### config.mk
export PLATFORM = sky130hd
export DESIGN_NAME = fifo32to128
export DESIGN_NICKNAME = d
export VERILOG_FILES = /design/src/rtl/fifo32to128.sv
export SDC_FILE = /design/constraint.sdc
export NUM_CORES = 2
export LEC_CHECK = 0
export ABC_CLOCK_PERIOD_IN_PS = 34000
export CAP_MARGIN = 10
export CORE_UTILIZATION = 45
export CTS_CLUSTER_SIZE = 8
export DETAILED_ROUTE_END_ITERATION = 8
export HOLD_SLACK_MARGIN = 0.12
export PLACE_DENSITY = 0.72
export RECOVER_POWER = 50
export SETUP_SLACK_MARGIN = 0.1
export SYNTH_ARGS = -nofsm -noshare
export SYNTH_HDL_FRONTEND = slang
export SYNTH_SLANG_ARGS = --single-unit
### constraint.sdc
create_clock -name clk -period 34 [get_ports clk]
set_input_delay 3.4 -clock clk [delete_from_list [all_inputs] [get_ports clk]]
set_output_delay 3.4 -clock clk [all_outputs]
set_load 0.01 [all_outputs]
### src/rtl/fifo32to128.sv
// fifo32to128: upsizing FIFO. Packs 32-bit words into 128-bit entries
// (chunk0 -> [31:0] ... chunk3 -> [127:96]), stores FIFO_DEPTH entries and
// pops one registered entry per read_en.
// Optional feature macro: FIFO32TO128_FLUSH_EN adds a flush input that pushes
// a partially packed entry with the missing upper chunks zeroed.
module fifo32to128 #(
  parameter int unsigned FIFO_DEPTH = 16,
  parameter int unsigned PTR_W      = 4
) (
  input  logic             clk,
  input  logic             rst_n,
  input  logic             write_en,
  input  logic [31:0]      data_in,
  output logic             wr_ready,
  input  logic             read_en,
  output logic [127:0]     data_out,
  output logic             data_valid,
  output logic             empty,
  output logic             full,
  output logic [PTR_W:0]   level,
  output logic             overflow
`ifdef FIFO32TO128_FLUSH_EN
  ,
  input  logic             flush
`endif
);

  logic [PTR_W:0]   wptr;
  logic [PTR_W:0]   rptr;
  logic [1:0]       chunk_cnt;
  logic [95:0]      pack;
  logic [127:0]     mem [FIFO_DEPTH];
  logic [127:0]     merged;
  logic             accept;
  logic             do_read;
  logic             flush_push;
  logic             push;

  assign empty    = (wptr == rptr);
  assign full     = (wptr[PTR_W-1:0] == rptr[PTR_W-1:0]) && (wptr[PTR_W] != rptr[PTR_W]);
  assign level    = wptr - rptr;
  assign wr_ready = (chunk_cnt != 2'd3) || !full;
  assign accept   = write_en && wr_ready;
  assign do_read  = read_en && !empty;

`ifdef FIFO32TO128_FLUSH_EN
  assign flush_push = flush && ((chunk_cnt != 2'd0) || accept) && !full;
`else
  assign flush_push = 1'b0;
`endif

  assign push = (accept && (chunk_cnt == 2'd3)) || flush_push;

  // Entry as it would look after this cycle's word lands; pack is cleared on
  // every push, so slots above chunk_cnt are already zero for a flush.
  always_comb begin
    merged = {32'h0, pack};
    if (accept) begin
      case (chunk_cnt)
        2'd0:    merged[31:0]   = data_in;
        2'd1:    merged[63:32]  = data_in;
        2'd2:    merged[95:64]  = data_in;
        default: merged[127:96] = data_in;
      endcase
    end
  end

  // Packing state, write pointer and sticky overflow.
  always_ff @(posedge clk or negedge rst_n) begin
    if (!rst_n) begin
      chunk_cnt <= 2'd0;
      pack      <= '0;
      wptr      <= '0;
      overflow  <= 1'b0;
    end else begin
      if (push) begin
        pack      <= '0;
        chunk_cnt <= 2'd0;
        wptr      <= wptr + 1'b1;
      end else if (accept) begin
        pack      <= merged[95:0];
        chunk_cnt <= chunk_cnt + 2'd1;
      end
      if (write_en && !wr_ready) begin
        overflow <= 1'b1;
      end
    end
  end

  // Entry storage; contents are don't-care until written.
  always_ff @(posedge clk) begin
    if (push) begin
      mem[wptr[PTR_W-1:0]] <= merged;
    end
  end

  // Read side: registered output, valid for one cycle per pop.
  always_ff @(posedge clk or negedge rst_n) begin
    if (!rst_n) begin
      rptr       <= '0;
      data_out   <= '0;
      data_valid <= 1'b0;
    end else begin
      if (do_read) begin
        data_out   <= mem[rptr[PTR_W-1:0]];
        rptr       <= rptr + 1'b1;
        data_valid <= 1'b1;
      end else begin
        data_valid <= 1'b0;
      end
    end
  end

endmodule

==> flow_summary.ini <==
[detailed_routing]
wl_um = 220000
routed-via-count = 45321
vias_per_cell = 6.01
wl_per_cell_um = 29.1
initialDrtViolationCount = 4965
drt_pass1_iterations = 6
remaining_drc_errors = 0
ant_nets = 0

[synth]
async_flop_share_pct = 10.4
yosys_warnings = 0
netlist-cell-type-count = 42
ys.flop_type = edfxtp_1
syn_inst = 4421
netlist_area_mm2 = 0.0873
synth_edf_count = 2048
synth_seq_cells = 2286
yosysSeqAreaShare_pct = 77.3
postSynthAreaPerCell_um2 = 19.7
syn_nets = 4472

[cells_and_area]
final_cells = 7546
fillers = 14667
final_common_cell = edfxtp_1
syn_to_final_growth_pct = 15.6
nNetsFinal = 4782
design_area_mm2 = 0.101
layout_common_cells = edfxtp_1, mux2i_1, clkbuf_16
drive_above_1_share_pct = 14.5
finish.utilization_pct = 52.4

[place]
dp_hpwl_um = 115000
port_buffers = 173
place_congestion = 0.766
placement.cell_area_mm2 = 0.0916
place_inst = 6919

[die]
ioPinCount = 174
core.rowCount = 161
die_w_um = 442
core_area_mm2 = 0.193
die_y_um = 442
die_area_mm2 = 0.196
initial_core_util_pct = 45.3

[pwr]
power_frac_seq_pct = 41.1
p_clk_share_pct = 32.7
swShare_pct = 30.7
p_leak_nw = 34.0
p_sw_w = 0.00282
ir_drop_mv = 0.0835
cellPowerDensity_mw_per_mm2 = 91.1
intPower_w = 0.00637
power_frac_comb_pct = 26.2

[worst_hold_path]
holdCritPathClass = reg -> reg
min_from = overflow
whs_path_depth = 1
min_to = overflow

[timing]
fin_skew_ns = 0.0728
post-route-period-util_pct = 49.2
finalHoldViolCount = 0
worst_slew_pin_slew_ns = 8.37
rsz0062_at_grt = false
maxSlewHeadroom_pct = -458
min_period_ns = 16.73
finalMaxSlewViolations = 834
fmax_mhz = 59.8
fin_tns_setup_ns = 0
holdWs_ns = 0.465
setup_viol = 0

[clock_tree]
cts_num_sinks = 2286
h-tree-depth = 5
cts_resized = 0
root_buffer = clkbuf_16
cts_tree = built
clockBufferDepth = 4
holdBufCountCts = 0
clock_latency_ns = 0.93
cts_buffers = 336
clk_pin_slew_worst_paths_ns = 0.05
cts_setup_buffers = 0

[worst_setup_path]
worst_ep_arrival_time_ns = 14.41
crit_path_start_kind = input pin
required_ns = 31.67
rr_worst_depth = 6
end_kind = async pin
critPathBufInv = 2
crit_type = in -> async
startpoint = rst_n
reg2reg_slack_ns = 19.43
cpMostUsedCell = clkbuf_1
worstSetupPathDepth = 2
crit_family = buffers and inverters
slowest_stage = clkbuf_1
reg2reg_from = rptr[1]
crit_path_max_fanout = 125
cpPeakStageDelay_ns = 6.21
crit_chain = clkbuf_1, clkbuf_1
r2r-end = data_out[28]

[grt]
antenna_found_initial = 35
grt_max_degree = 126
track_usage_pct = 22.3
grt_pass1_wl_um = 317000
overflow = 0
grt_pass1_vias = 45866

[flow_run]
cap_violations = 15

[status]
status = finished, violations left
violations = capacitance limit, slew limit
-- per-layer routing --
metal,vias to the layer above,track usage (%),routed length [um],share of wire [%]
li1,18793,-,-,-
met1,23811,29.3,85100,39
met2,2270,35.4,106000,48
met3,429,5.53,20200,9.2
met4,18,9.89,8400,3.8
met5,-,0,114,0.052
-- logic make-up (layout without fill, tap and decap cells) --
family | Yosys count | after routing | share of synthesized area, %
multiplexers | 865 | 865 | 14.1
XOR/XNOR | 12 | 12 | 0.142
other | 0 | 46 | 0
AO/OA/AOI/OAI | 749 | 749 | 5.56
buffers and inverters | 291 | 844 | 1.60
adder cells (fa/ha/maj) | 15 | 15 | 0.224
AND/OR/NAND/NOR | 203 | 203 | 1.08
flip-flops | 2286 | 2286 | 77.3
-- state kept, by name (all words and copies together), names as in the netlist --
register	count
data_out	128
chunk_cnt	2
wptr	5
overflow	1
mem	2048
rptr	5
data_valid	1
pack	96
-- cell usage after synthesis (4+ instances only) --
cell type	instances	area, um2
edfxtp_1	2048	61500
mux2i_1	512	5120
mux4_2	256	5770
dfrtp_1	238	5960
clkbuf_1	137	514
nor2_1	131	492
a21oi_1	130	651
o21ai_0	130	651
a221oi_1	128	1120
a31oi_1	128	801
o22ai_1	128	801
buf_2	107	536
o21a_1	97	728
mux2_4	90	1350
and2_1	36	225
buf_4	26	195
ha_1	14	175
buf_6	10	113
nand2_1	10	37.5
inv_1	9	33.8
mux2_2	7	78.8
xnor2_1	7	61.3
and4_1	5	43.8
nor3b_1	5	37.5
and3_1	4	25.0
xor2_1	4	35.0
-- how the worst max path moves through the flow --
stage | endpoint | slack, ns
finish | rptr[0] | 17.27
detailed placement | mem[9][121] | 26.02
floorplan | mem[6][0] | 19.63
CTS | full | 25.75
global route | rptr[2] | 15.44
global placement | mem[8][119] | 26.10
-- through the flow --
step | power [W] | setup WS [ns]
after global placement | 0.00623 | 26.10
after floorplan | 0.00536 | 19.63
after global routing | 0.00951 | 15.44
after CTS | 0.00929 | 25.75
final | 0.00919 | 17.27
after detailed placement | 0.00628 | 26.02
-- power by group through the flow --
stage / clock [W] / sequential [W] / combinational [W]
2_1_floorplan: 0 / 0.00374 / 0.00161
3_3_place_gp: 0 / 0.00382 / 0.00241
3_5_place_dp: 0 / 0.00383 / 0.00245
4_1_cts: 0.00304 / 0.00378 / 0.00248
5_1_grt: 0.00316 / 0.00379 / 0.00256
6_report: 0.00301 / 0.00378 / 0.00241
-- final cells by class --
cell class,instances,area (um2),share of cell area (%)
antenna,46,115,0.114
timing repair buffer,254,2350,2.33
inverter,9,35.0,0.0347
sequential,2286,67500,66.9
clock inverter,8,114,0.113
multi-input combinational,1844,18200,18.0
tap,2526,3160,3.13
clock buffer,573,9470,9.38
(Power assumes the default switching activity.)
